**config.mk**
```make
export PLATFORM = sky130hd
export DESIGN_NAME = bram_pixel_stream_in
export DESIGN_NICKNAME = d
export VERILOG_FILES = /design/src/rtl/bram_pixel_stream_in.sv
export SDC_FILE = /design/constraint.sdc
export NUM_CORES = 1
export LEC_CHECK = 0
export CORE_MARGIN = 2
export CORE_UTILIZATION = 45
export CTS_CLUSTER_SIZE = 24
export DETAILED_ROUTE_END_ITERATION = 6
export PLACE_DENSITY = 0.73
export SETUP_SLACK_MARGIN = 0.15
export SLEW_MARGIN = 20
export SYNTH_ARGS = -nofsm -noshare
export SYNTH_HDL_FRONTEND = slang
export SYNTH_SLANG_ARGS = --single-unit
```
**constraint.sdc**
```tcl
create_clock -name m00_axis_aclk -period 7.5 [get_ports m00_axis_aclk]
set_input_delay 1.125 -clock m00_axis_aclk [delete_from_list [all_inputs] [get_ports m00_axis_aclk]]
set_output_delay 1.125 -clock m00_axis_aclk [all_outputs]
set_load 0.1 [all_outputs]
```
**src/rtl/bram_pixel_stream_in.sv**
```systemverilog
// Streams the nine per-direction lattice BRAMs out as one 144-bit AXI-Stream beat per pixel.
// A two-entry skid buffer absorbs the one-cycle BRAM read latency so beats can flow every cycle.
module bram_pixel_stream_in #(
    parameter int DATA_WIDTH    = 16,
    parameter int DEPTH         = 2500,
    parameter int ADDRESS_WIDTH = 12
) (
    input  logic                      m00_axis_aclk,
    input  logic                      m00_axis_aresetn,
    input  logic                      start,
    output logic                      busy,
    output logic                      done,
    output logic                      ren,
    output logic [ADDRESS_WIDTH-1:0]  read_addr,
    input  logic [DATA_WIDTH-1:0]     n,
    // `null` is a reserved word, so that lane's port carries a suffix
    input  logic [DATA_WIDTH-1:0]     null_dir,
    input  logic [DATA_WIDTH-1:0]     ne,
    input  logic [DATA_WIDTH-1:0]     e,
    input  logic [DATA_WIDTH-1:0]     se,
    input  logic [DATA_WIDTH-1:0]     s,
    input  logic [DATA_WIDTH-1:0]     sw,
    input  logic [DATA_WIDTH-1:0]     w,
    input  logic [DATA_WIDTH-1:0]     nw,
    output logic                      m00_axis_tvalid,
    output logic [9*DATA_WIDTH-1:0]   m00_axis_tdata,
    output logic [9*DATA_WIDTH/8-1:0] m00_axis_tstrb,
    output logic                      m00_axis_tlast,
    input  logic                      m00_axis_tready
);
    localparam int BEAT_W = 9 * DATA_WIDTH;
    localparam logic [ADDRESS_WIDTH-1:0] DEPTH_A = ADDRESS_WIDTH'(DEPTH);
    localparam logic [ADDRESS_WIDTH-1:0] LAST_A  = ADDRESS_WIDTH'(DEPTH - 1);

    typedef enum logic [1:0] {S_IDLE, S_RUN, S_DONE} state_t;

    state_t                     r_state;
    state_t                     w_state_nxt;
    logic [ADDRESS_WIDTH-1:0]   r_issue_cnt;
    logic                       r_rd_pending;
    logic                       r_pend_last;
    logic [BEAT_W-1:0]          r_buf_data [2];
    logic [1:0]                 r_buf_last;
    logic                       r_head;
    logic [1:0]                 r_occ;
    logic                       w_pop;
    logic                       w_ren;
    logic                       w_tail;
    logic [2:0]                 w_fill;
    logic [BEAT_W-1:0]          w_beat;

    assign w_beat = {nw, w, sw, s, se, e, ne, null_dir, n};
    assign w_pop  = m00_axis_tvalid && m00_axis_tready;
    // Occupancy the buffer will have next cycle, counting the read already in flight
    assign w_fill = {1'b0, r_occ} + {2'b00, r_rd_pending} - {2'b00, w_pop};
    assign w_ren  = (r_state == S_RUN) && (r_issue_cnt < DEPTH_A) && (w_fill < 3'd2);
    assign w_tail = r_head ^ r_occ[0];

    assign ren             = w_ren;
    assign read_addr       = r_issue_cnt;
    assign busy            = (r_state == S_RUN);
    assign done            = (r_state == S_DONE);
    assign m00_axis_tvalid = (r_occ != 2'd0);
    assign m00_axis_tdata  = r_buf_data[r_head];
    assign m00_axis_tlast  = r_buf_last[r_head];
    assign m00_axis_tstrb  = '1;

    always_comb begin
        w_state_nxt = r_state;
        case (r_state)
            S_IDLE:  if (start) w_state_nxt = S_RUN;
            S_RUN:   if (w_pop && m00_axis_tlast) w_state_nxt = S_DONE;
            S_DONE:  w_state_nxt = S_IDLE;
            default: w_state_nxt = S_IDLE;
        endcase
    end

    always_ff @(posedge m00_axis_aclk or negedge m00_axis_aresetn) begin
        if (!m00_axis_aresetn) begin
            r_state      <= S_IDLE;
            r_issue_cnt  <= '0;
            r_rd_pending <= 1'b0;
            r_pend_last  <= 1'b0;
        end else begin
            r_state      <= w_state_nxt;
            r_rd_pending <= w_ren;
            r_pend_last  <= w_ren && (r_issue_cnt == LAST_A);
            if ((r_state == S_IDLE) && start)
                r_issue_cnt <= '0;
            else if (w_ren)
                r_issue_cnt <= r_issue_cnt + ADDRESS_WIDTH'(1);
        end
    end

    // The issue rule guarantees a capture never lands on a full buffer
    always_ff @(posedge m00_axis_aclk or negedge m00_axis_aresetn) begin
        if (!m00_axis_aresetn) begin
            r_buf_data[0] <= '0;
            r_buf_data[1] <= '0;
            r_buf_last    <= 2'b00;
            r_head        <= 1'b0;
            r_occ         <= 2'd0;
        end else begin
            if (r_rd_pending) begin
                r_buf_data[w_tail] <= w_beat;
                r_buf_last[w_tail] <= r_pend_last;
            end
            if (w_pop)
                r_head <= ~r_head;
            case ({r_rd_pending, w_pop})
                2'b10:   r_occ <= r_occ + 2'd1;
                2'b01:   r_occ <= r_occ - 2'd1;
                default: r_occ <= r_occ;
            endcase
        end
    end
endmodule

```
Word-level counts from Yosys, hierarchy flattened --
Cells that the tools add are included.
Storage, ports and cells: flip-flop bits (word level) 309, output and inout bits 179
Cells by class: add/subtract/negate cells 5, magnitude comparators 8, equal/unequal tests 7, multiplexer cells 17, bitwise logic cells 4, reduce and logical (&&, ||, !) cells 13
Operator list (number):
- $mux W144 | 4
- $bwmux W288 | 1
- $demux W144 S1 | 1
- $mux W12 | 2
- $add A12 B1 Y12 const B | 1
- $eq A12 B12 Y1 const B | 1
- $lt A12 B12 Y1 const B | 1
- $logic_and A1 B1 Y1 | 8
- $pmux W2 S2 | 2
- $reduce_bool A2 Y1 | 3
- $eq A2 B1 Y1 const B | 2
- $eq A2 B2 Y1 const B | 2
- $ge A2 B2 Y1 const B | 2
- $lt A1 B2 Y1 const B | 2
- $mux W2 | 2
- $not A1 Y2 | 2
- $add A2 B1 Y3 | 1
- $lt A3 B2 Y1 const B | 1
- $mux W1 | 3
- $sub A3 B1 Y3 | 1
- $add A2 B1 Y2 const B | 1
- $bwmux W2 | 1
- $logic_not A2 Y1 | 1
- $lt A2 B1 Y1 const B | 1
- other kinds (8) | 8

Depth between registers and ports, before layout --
Gate-level depths: netlist of the first run.
depth after elaboration 7, gate-level depth with buffers 10

Least setup slack after synthesis of the first run --
No wires, ideal clock.
path type input -> output, start input port m00_axis_tready, end output port ren, arrival time 3.952 ns, required time 6.375 ns, slack 2.423 ns, stages on the path 9, cell sequence nand2_1 > nor2_1 > a21oi_1 > nand2b_1 > fa_1 > xnor2_1 > nand4_1 > buf_2 > nor2_1
On the way: word-level cells in the longest chain between the ends 4
Ends and longest elaborated chain:
- from (decl) | line 29 | input logic m00_axis_tready
- $logic_and A1 B1 Y1 | line 53 | assign w_pop = m00_axis_tvalid && m00_axis_tready;
- $sub A3 B1 Y3 | line 55 | assign w_fill = {1'b0, r_occ} + {2'b00, r_rd_pending} - {2'b00, w_pop};
- $lt A3 B2 Y1 | line 56 | assign w_ren = (r_state == S_RUN) && (r_issue_cnt < DEPTH_A) && (w_fill < 3'd2);
- $logic_and A1 B1 Y1 | line 56
- to (decl) | line 13 | output logic ren,
No other way between the ends.

Worst setup path after layout of the first run --
Same ends and word-level chain as after synthesis.

==> results of run 1 <==
## worst min path at each step
stage | depth (start not counted) | startpoint | end | slack [ns]
final | 1 | r_buf_data[131] | r_buf_data[131] | 0.48
after global routing | 1 | r_buf_data[131] | r_buf_data[131] | 0.50
after CTS | 1 | r_buf_data[131] | r_buf_data[131] | 0.49
after detailed placement | 1 | r_buf_data[131] | r_buf_data[131] | 0.48
after global placement | 1 | r_buf_data[126] | r_buf_data[126] | 0.47
after floorplan | 1 | r_buf_data[100] | r_buf_data[100] | 0.46
## layout make-up
type | count | area share
flip-flops and latches | 309 | 0.427
clock buffers | 56 | 0.0622
repair buffers | 317 | 0.175
diodes | 1 | 0.000138
well taps | 390 | 0.0269
clock inverters | 5 | 0.00138
inverters | 4 | 0.000828
multi-input cells | 539 | 0.307
## metrics by stage
stage	hold slack (ns)	area [um^2]
after floorplan	0.459	13700
after global placement	0.467	17000
after detailed placement	0.475	17000
after CTS	0.487	18100
after global routing	0.498	18100
final	0.482	18100
## per-layer routing
metal | global-route usage | up-vias | part of all wire
li1 | - | 3822 | -
met1 | 0.236 | 4157 | 0.42
met2 | 0.322 | 222 | 0.49
met3 | 0.0475 | 54 | 0.065
met4 | 0.0674 | 0 | 0.030
met5 | 0 | - | 0
## state kept, by name (all words and copies together) (netlist names)
register and flops:
r_state 2, r_buf_last 2, r_buf_data 288, r_occ 2
read_addr 12, r_rd_pending 1, r_pend_last 1, r_head 1
## logic make-up (layout without fill, tap and decap cells)
logic type | count (synthesis) | after routing | share of synthesized area
multiplexers | 441 | 441 | 0.363
XOR/XNOR | 4 | 4 | 0.00256
AO/OA/AOI/OAI | 15 | 15 | 0.00659
flip-flops | 309 | 309 | 0.566
other | 1 | 19 | 0.000274
buffers and inverters | 74 | 382 | 0.0332
AND/OR/NAND/NOR | 59 | 59 | 0.0263
adder cells (fa/ha/maj) | 2 | 2 | 0.00238
## layout by cell type, fill, tap and decap left out, types with 2 or more instances in the layout
cell	instances
or4_1	5
nor3b_1	2
mux2_2	385
nand2b_1	4
nor3_1	2
o21ai_0	2
clkinv_2	5
nand2_1	15
xnor2_1	4
nor2_1	4
clkbuf_16	37
and3_1	2
buf_4	7
mux2i_1	6
conb_1	18
o31ai_1	4
nand3_1	7
nor4_1	4
clkbuf_1	6
nand4_1	3
clkbuf_8	13
inv_1	4
dfrtp_1	308
mux2_1	50
and4_1	2
a21oi_1	7
clkdlybuf4s50_1	307
## critical path: stages
cell,delay (ns)
clkdlybuf4s50_1,0.52
nand2_1,0.07
nor2_1,0.18
a21oi_1,0.09
nand2b_1,0.17
fa_1,0.39
xnor2_1,0.14
nand4_1,0.50
nor2_1,0.46
clkdlybuf4s50_1,1.20
==> metrics.txt, run 1 <==
final hold violation count=0; worst min path class=flip-flop to flip-flop; post-synth design cell area=0.0137 mm^2; core area=0.0298 mm^2; CP Max Fanout=17; CTS Buffer Depth=3; outcome=complete, no violations; R2R Path Start=r_head; FF/Latch Area=0.00774 mm^2; number of global-route vias before repair=8,961; initial antenna violation count=1; placed cells=1,559; R2R Setup Slk=4.04 ns; # rows=63; Avg Cell Area, Syn=15.1 um^2; CP Launch Type=primary input; HPWL after detailed placement=19,800 um; Setup Crit Path Kind=primary input to output pin; synth cell count leaders=385 x mux2_2, 309 x dfrtp_1, 50 x mux2_1, 27 x buf_2, 24 x buf_4; router iterations before antenna repair=4; Fmax=167 MHz; RSZ-0062 raised after global routing=no; Post-synth top flop=dfrtp_1; fillers=2,351; Max Cap Viol=0; DRT Wirelength=30,400 um; Ys Warns=0; H-tree levels=2; worst clock skew=0.0117 ns; average vias per placed instance=5.09; GR Overflow Total=0; total global-route track usage=0.190; CTS tree=built; Slew Viols, Final=0; layout cells sized above 1=0.372; post-route setup TNS=0 ns; sequential area share after synthesis=0.566; GP Congestion=0.770; first-pass GRT wire length=48,000 um; R2R depth=5; Initial DRC Count=291; Worst Setup SP=m00_axis_tready; Reg-to-Reg End=r_buf_data[90]; Final Setup Violations=0; worst-margin pin slew=1.06 ns; hold-fix buffers at CTS=0; Die Ht=178 um; Netlist cell types=37; pin count of the biggest net entering global routing=151; area of the multi-input gates=0.00556 mm^2; ys async rst share=1.00; arrival time worst endpoint=4.86 ns; post_cts resized=0; top post-synthesis cells by area=dfrtp_1 57%, mux2_2 32%, mux2_1 4.1%; Nets=1,357; Synth area leader=dfrtp_1; clock slew at reported path FFs=0.05 ns; Root Buffer=clkbuf_16; PnR worst setup slack=1.51 ns; setup slack at placement=1.54 ns; vias=8,255; Yosys top cell area share=0.566; end of the critical path=ren; full die area=0.0318 mm^2; DRC=0; CTS Buf Count=36; #FFs+latches synth=309; chip width=178 um; Final ANT Viol Nets=0; Num Clock Sinks=309; WL/cell=18.8 um; final core utilization=0.608; Area Overhead vs Synth=32.6%; Tmin final=5.99 ns; Non-Filler Instances=1,621; # IOs=327; count leader, synth=mux2_2; Worst Path Required=6.38 ns; PortBufs=308; EDFF count, synth=0; Initial Utilization=0.459; clk_lat worst skew=0.50 ns; worst rel slew slack=0.290; period utilization=0.799; Critical Path Sink Type=output pin; postcts setup bufs=0; Synth Instances=905
Power of run 1 is not shown: default switching activity piles up to over one toggle a cycle in this logic, so the estimate is an artifact.
==> run 2: changes to the inputs <==
--- a/config.mk
+++ b/config.mk
@@ -9,7 +9,7 @@
 export CORE_UTILIZATION = 45
 export CTS_CLUSTER_SIZE = 24
 export DETAILED_ROUTE_END_ITERATION = 6
-export PLACE_DENSITY = 0.73
+export PLACE_DENSITY = 0.76
 export SETUP_SLACK_MARGIN = 0.15
 export SLEW_MARGIN = 20
 export SYNTH_ARGS = -nofsm -noshare
==> constraint.sdc (replaced) <==
create_clock -name m00_axis_aclk -period 5.4 [get_ports m00_axis_aclk]
set_input_delay 0.81 -clock m00_axis_aclk [delete_from_list [all_inputs] [get_ports m00_axis_aclk]]
set_output_delay 0.81 -clock m00_axis_aclk [all_outputs]
set_load 0.1 [all_outputs]
==> metrics.txt, run 2 (synthesis results as in run 1) <==
Setup Crit Path Kind=flip-flop to output pin (was primary input to output pin); fillers=2,320 (was 2,351); post-route setup TNS=0 ns (unchanged); hold-fix buffers at CTS=0 (unchanged); initial antenna violation count=2 (was 1); CTS tree=built (unchanged); RSZ-0062 raised after global routing=no (unchanged); Non-Filler Instances=1,626 (was 1,621); Slew Viols, Final=0 (unchanged); Max Cap Viol=0 (unchanged); CTS Buffer Depth=3 (unchanged); pin count of the biggest net entering global routing=139 (was 151); FF/Latch Area=0.00774 mm^2 (unchanged); H-tree levels=2 (unchanged); Post-DP Area=0.0170 mm^2 (about the same); WL/cell=18.7 um (was 18.8 um); Root Buffer=clkbuf_16 (unchanged); Worst Path Required=4.59 ns (was 6.38 ns); total global-route track usage=0.191 (was 0.190); CP Launch Type=flip-flop (was primary input); clk_lat worst skew=0.49 ns (was 0.50 ns); router iterations before antenna repair=4 (unchanged); HPWL after detailed placement=19,900 um (was 19,800 um); worst-margin pin slew=1.05 ns (was 1.06 ns); outcome=complete, no violations (unchanged); GR Overflow Total=0 (unchanged); Final Setup Violations=0 (unchanged); worst min path class=primary input to async pin (was flip-flop to flip-flop); Final ANT Viol Nets=0 (unchanged); Initial DRC Count=303 (was 291); most frequent cells in the layout=385 x mux2_2, 308 x dfrtp_1, 306 x clkdlybuf4s50_1, 50 x mux2_1, 37 x clkbuf_16 (was 385 x mux2_2, 308 x dfrtp_1, 307 x clkdlybuf4s50_1, 50 x mux2_1, 37 x clkbuf_16); Area Overhead vs Synth=33.3% (was 32.6%); average vias per placed instance=5.10 (was 5.09); Post-Layout Inst Area=0.0182 mm^2 (was 0.0181 mm^2); first-pass GRT wire length=48,200 um (was 48,000 um); max reg flops=288 (unchanged); commonest non-fill, non-tap cell in the layout=mux2_2 (unchanged); worst clock skew=0.0159 ns (was 0.0117 ns); GP Congestion=0.796 (was 0.770); chip width=178 um (unchanged); core area=0.0298 mm^2 (unchanged); Critical Path Sink Type=output pin (unchanged); Initial Utilization=0.459 (unchanged); worst rel slew slack=0.295 (was 0.290); Biggest register=r_buf_data (unchanged); PortBufs=308 (unchanged); Nets=1,359 (was 1,357); layout cells sized above 1=0.375 (was 0.372); CP Max Fanout=57 (was 17); setup slack at placement=1.25 ns (was 1.54 ns); # IOs=327 (unchanged); full die area=0.0318 mm^2 (unchanged); number of global-route vias before repair=8,972 (was 8,961); vias=8,297 (was 8,255); Tmin final=4.24 ns; final hold violation count=0 (unchanged); period utilization=0.785; clock slew at reported path FFs=0.05 ns (about the same); placed cells=1,561 (was 1,559); DRC=0 (unchanged); postcts setup bufs=0 (unchanged); post_cts resized=0 (unchanged); # rows=63 (unchanged); arrival time worst endpoint=3.43 ns (was 4.86 ns); Fmax=236 MHz; Num Clock Sinks=309 (unchanged); Die Ht=178 um (unchanged); CTS Buf Count=36 (unchanged); area of the multi-input gates=0.00556 mm^2 (unchanged); DRT Wirelength=30,400 um (about the same); PnR worst setup slack=1.16 ns (was 1.51 ns)
## run 2: cell types whose count changed in the layout (fill, tap and decap cells not counted), sizes merged
cell	before	now
clkdlybuf4s50	307	306
inv	4	5
buf	10	13
bufinv	0	2
clkinv	5	6
clkbuf	56	52
clkinvlp	0	1
diode	1	3
## run 2: final cells by class
cell class                      count  area share
Antenna cell                        3    0.000412
Tap cell                          390      0.0268
Timing Repair Buffer              319       0.177
Inverter                            4    0.000824
Sequential cell                   309       0.425
Clock inverter                     10     0.00584
Multi-Input combinational cell    539       0.305
Clock buffer                       52      0.0594
## run 2: final timing paths
kind	from	endpoint	slack, ns	depth (start not counted)
setup / recovery	r_head	m00_axis_tdata[142]	1.16	3
setup reg to reg	r_head	r_buf_data[92]	2.53	4
max in group asynchronous	m00_axis_aresetn	r_buf_data[142]	3.85	2
min in group m00_axis_aclk	r_buf_data[131]	r_buf_data[131]	0.49	1
hold reg to reg	r_buf_data[131]	r_buf_data[131]	0.49	1
hold / removal	m00_axis_aresetn	r_buf_data[63]	0.32	1
## run 2: worst max-delay path, stage by stage, from the launching register on
cell             delay (ns)
dfrtp_4                1.01
buf_4                  0.48
mux2_2                 0.23
clkdlybuf4s50_1        1.18
## run 2: layer usage
metal / track usage / vias up / part of all wire
met1: 0.246 / 4152 / 0.42
met3: 0.0503 / 70 / 0.067
met5: 0 / - / 0
li1: - / 3835 / -
met4: 0.0755 / 0 / 0.036
met2: 0.308 / 240 / 0.48
## run 2: stage by stage
stage	util	hold WS [ns]
after floorplan	-	0.459
after global placement	0.571	0.467
after detailed placement	0.571	0.477
after CTS	0.611	0.338
after global routing	0.611	0.371
final	0.611	0.322
Power of run 2 is left out for the same reason.
==> run 3: changes to the inputs <==
==> constraint.sdc (replaced) <==
create_clock -name m00_axis_aclk -period 3.8 [get_ports m00_axis_aclk]
set_input_delay 0.57 -clock m00_axis_aclk [delete_from_list [all_inputs] [get_ports m00_axis_aclk]]
set_output_delay 0.57 -clock m00_axis_aclk [all_outputs]
set_load 0.1 [all_outputs]
==> metrics.txt, run 3 (synthesis results as in run 1) <==
clock slew at reported path FFs=0.06 ns (was 0.05 ns); vias=8,321 (was 8,297); Reg-to-Reg End=read_addr[9] (was r_buf_data[92]); # rows=63 (unchanged); post-route setup TNS=0 ns (unchanged); DRT Wirelength=30,100 um (was 30,400 um); Nets=1,359 (unchanged); Die Ht=178 um (unchanged); CTS tree=built (unchanged); arrival time worst endpoint=2.79 ns (was 3.43 ns); PnR worst setup slack=0.441 ns (was 1.16 ns); worst clock skew=0.00979 ns (was 0.0159 ns); Setup Crit Path Kind=primary input to output pin (was flip-flop to output pin); final core utilization=0.599 (was 0.611); worst rel slew slack=0.330 (was 0.295); worst min path class=primary input to async pin (unchanged); chip width=178 um (unchanged); average vias per placed instance=5.12 (was 5.10); clk_lat worst skew=0.50 ns (was 0.49 ns); final hold violation count=0 (unchanged); post_cts resized=0 (unchanged); CP Max Fanout=4 (was 57); CP Launch Type=primary input (was flip-flop); R2R depth=10 (was 4); GR Overflow Total=0 (unchanged); core area=0.0298 mm^2 (unchanged); Worst Setup SP=m00_axis_tready (was r_head); Worst Path Required=3.23 ns (was 4.59 ns); DRC=0 (unchanged); Critical Path Sink Type=output pin (unchanged); Slew Viols, Final=0 (unchanged); Num Clock Sinks=309 (unchanged); Area Overhead vs Synth=30.6% (was 33.3%); Final Setup Violations=0 (unchanged); CTS Buf Count=36 (unchanged); Tmin final=3.36 ns; WL/cell=18.5 um (was 18.7 um); R2R Setup Slk=1.13 ns (was 2.53 ns); H-tree levels=2 (unchanged); outcome=complete, no violations (unchanged); hold-fix buffers at CTS=0 (unchanged); pin count of the biggest net entering global routing=136 (was 139); total global-route track usage=0.187 (was 0.191); postcts setup bufs=0 (unchanged); RSZ-0062 raised after global routing=no (unchanged); PortBufs=308 (unchanged); number of global-route vias before repair=8,847 (was 8,972); full die area=0.0318 mm^2 (unchanged); layout cells sized above 1=0.489 (was 0.375); max reg flops=288 (unchanged); Initial DRC Count=303 (unchanged); most frequent cells in the layout=385 x mux2_2, 308 x dfrtp_1, 161 x clkdlybuf4s50_1, 150 x buf_4, 50 x mux2_1 (was 385 x mux2_2, 308 x dfrtp_1, 306 x clkdlybuf4s50_1, 50 x mux2_1, 37 x clkbuf_16); Fmax=298 MHz; CTS Buffer Depth=3 (unchanged); Biggest register=r_buf_data (unchanged); router iterations before antenna repair=4 (unchanged); HPWL after detailed placement=19,800 um (was 19,900 um); Initial Utilization=0.459 (unchanged); GP Congestion=0.782 (was 0.796); initial antenna violation count=1 (was 2); worst-margin pin slew=1.00 ns (was 1.05 ns); commonest non-fill, non-tap cell in the layout=mux2_2 (unchanged); period utilization=0.884; setup slack at placement=0.443 ns (was 1.25 ns); first-pass GRT wire length=47,500 um (was 48,200 um); R2R Path Start=r_occ[1] (was r_head); Root Buffer=clkbuf_16 (unchanged); # IOs=327 (unchanged); Final ANT Viol Nets=0 (unchanged); Max Cap Viol=0 (unchanged)
==> run 3: cell count changes in the layout (fill, tap and decap cells not counted), sizes merged <==
cell / before / now
diode: 3 / 2
clkinvlp: 1 / 0
clkdlybuf4s50: 306 / 161
clkbuf: 52 / 54
clkinv: 6 / 5
inv: 5 / 4
buf: 13 / 158
==> run 3: worst max-delay path, stage by stage <==
cell	delay, ns
clkdlybuf4s50_1	0.52
nand2_1	0.07
nor2_1	0.18
a21oi_1	0.09
nand2b_1	0.17
fa_1	0.38
xnor2_1	0.15
nand4_1	0.14
nor2_2	0.30
buf_12	0.22
==> run 3: worst max path at each step <==
| stage | to | cells after the start |
|---|---|---|
| floorplan | ren | 9 |
| global placement | ren | 10 |
| detailed placement | ren | 10 |
| CTS | ren | 10 |
| global route | ren | 10 |
| finish | ren | 10 |
==> run 3: metal layers <==
metal | vias up | share of wire | GRT usage
li1 | 3838 | - | -
met1 | 4207 | 0.40 | 0.232
met2 | 218 | 0.50 | 0.312
met3 | 58 | 0.067 | 0.0509
met4 | 0 | 0.033 | 0.0698
met5 | - | 0 | 0
==> run 3: stage by stage <==
stage	cell area (um^2)	std cells	hold WS, ns
6_report	17800	1624	0.142
5_1_grt	17800	1623	0.189
4_1_cts	17800	1622	0.174
3_5_place_dp	16700	1561	0.475
3_3_place_gp	16700	1561	0.468
2_1_floorplan	13700	922	0.274
==> run 3: area by class of cell <==
class                           count  area [um^2]
Antenna cell                        2         5.00
Clock buffer                       54         1060
Clock inverter                      7         85.1
Fill cell                        2393        12000
Inverter                            4         15.0
Multi-Input combinational cell    539         5560
Sequential cell                   309         7740
Tap cell                          390          488
Timing Repair Buffer              319         2890
Power of run 3 is left out for the same reason.
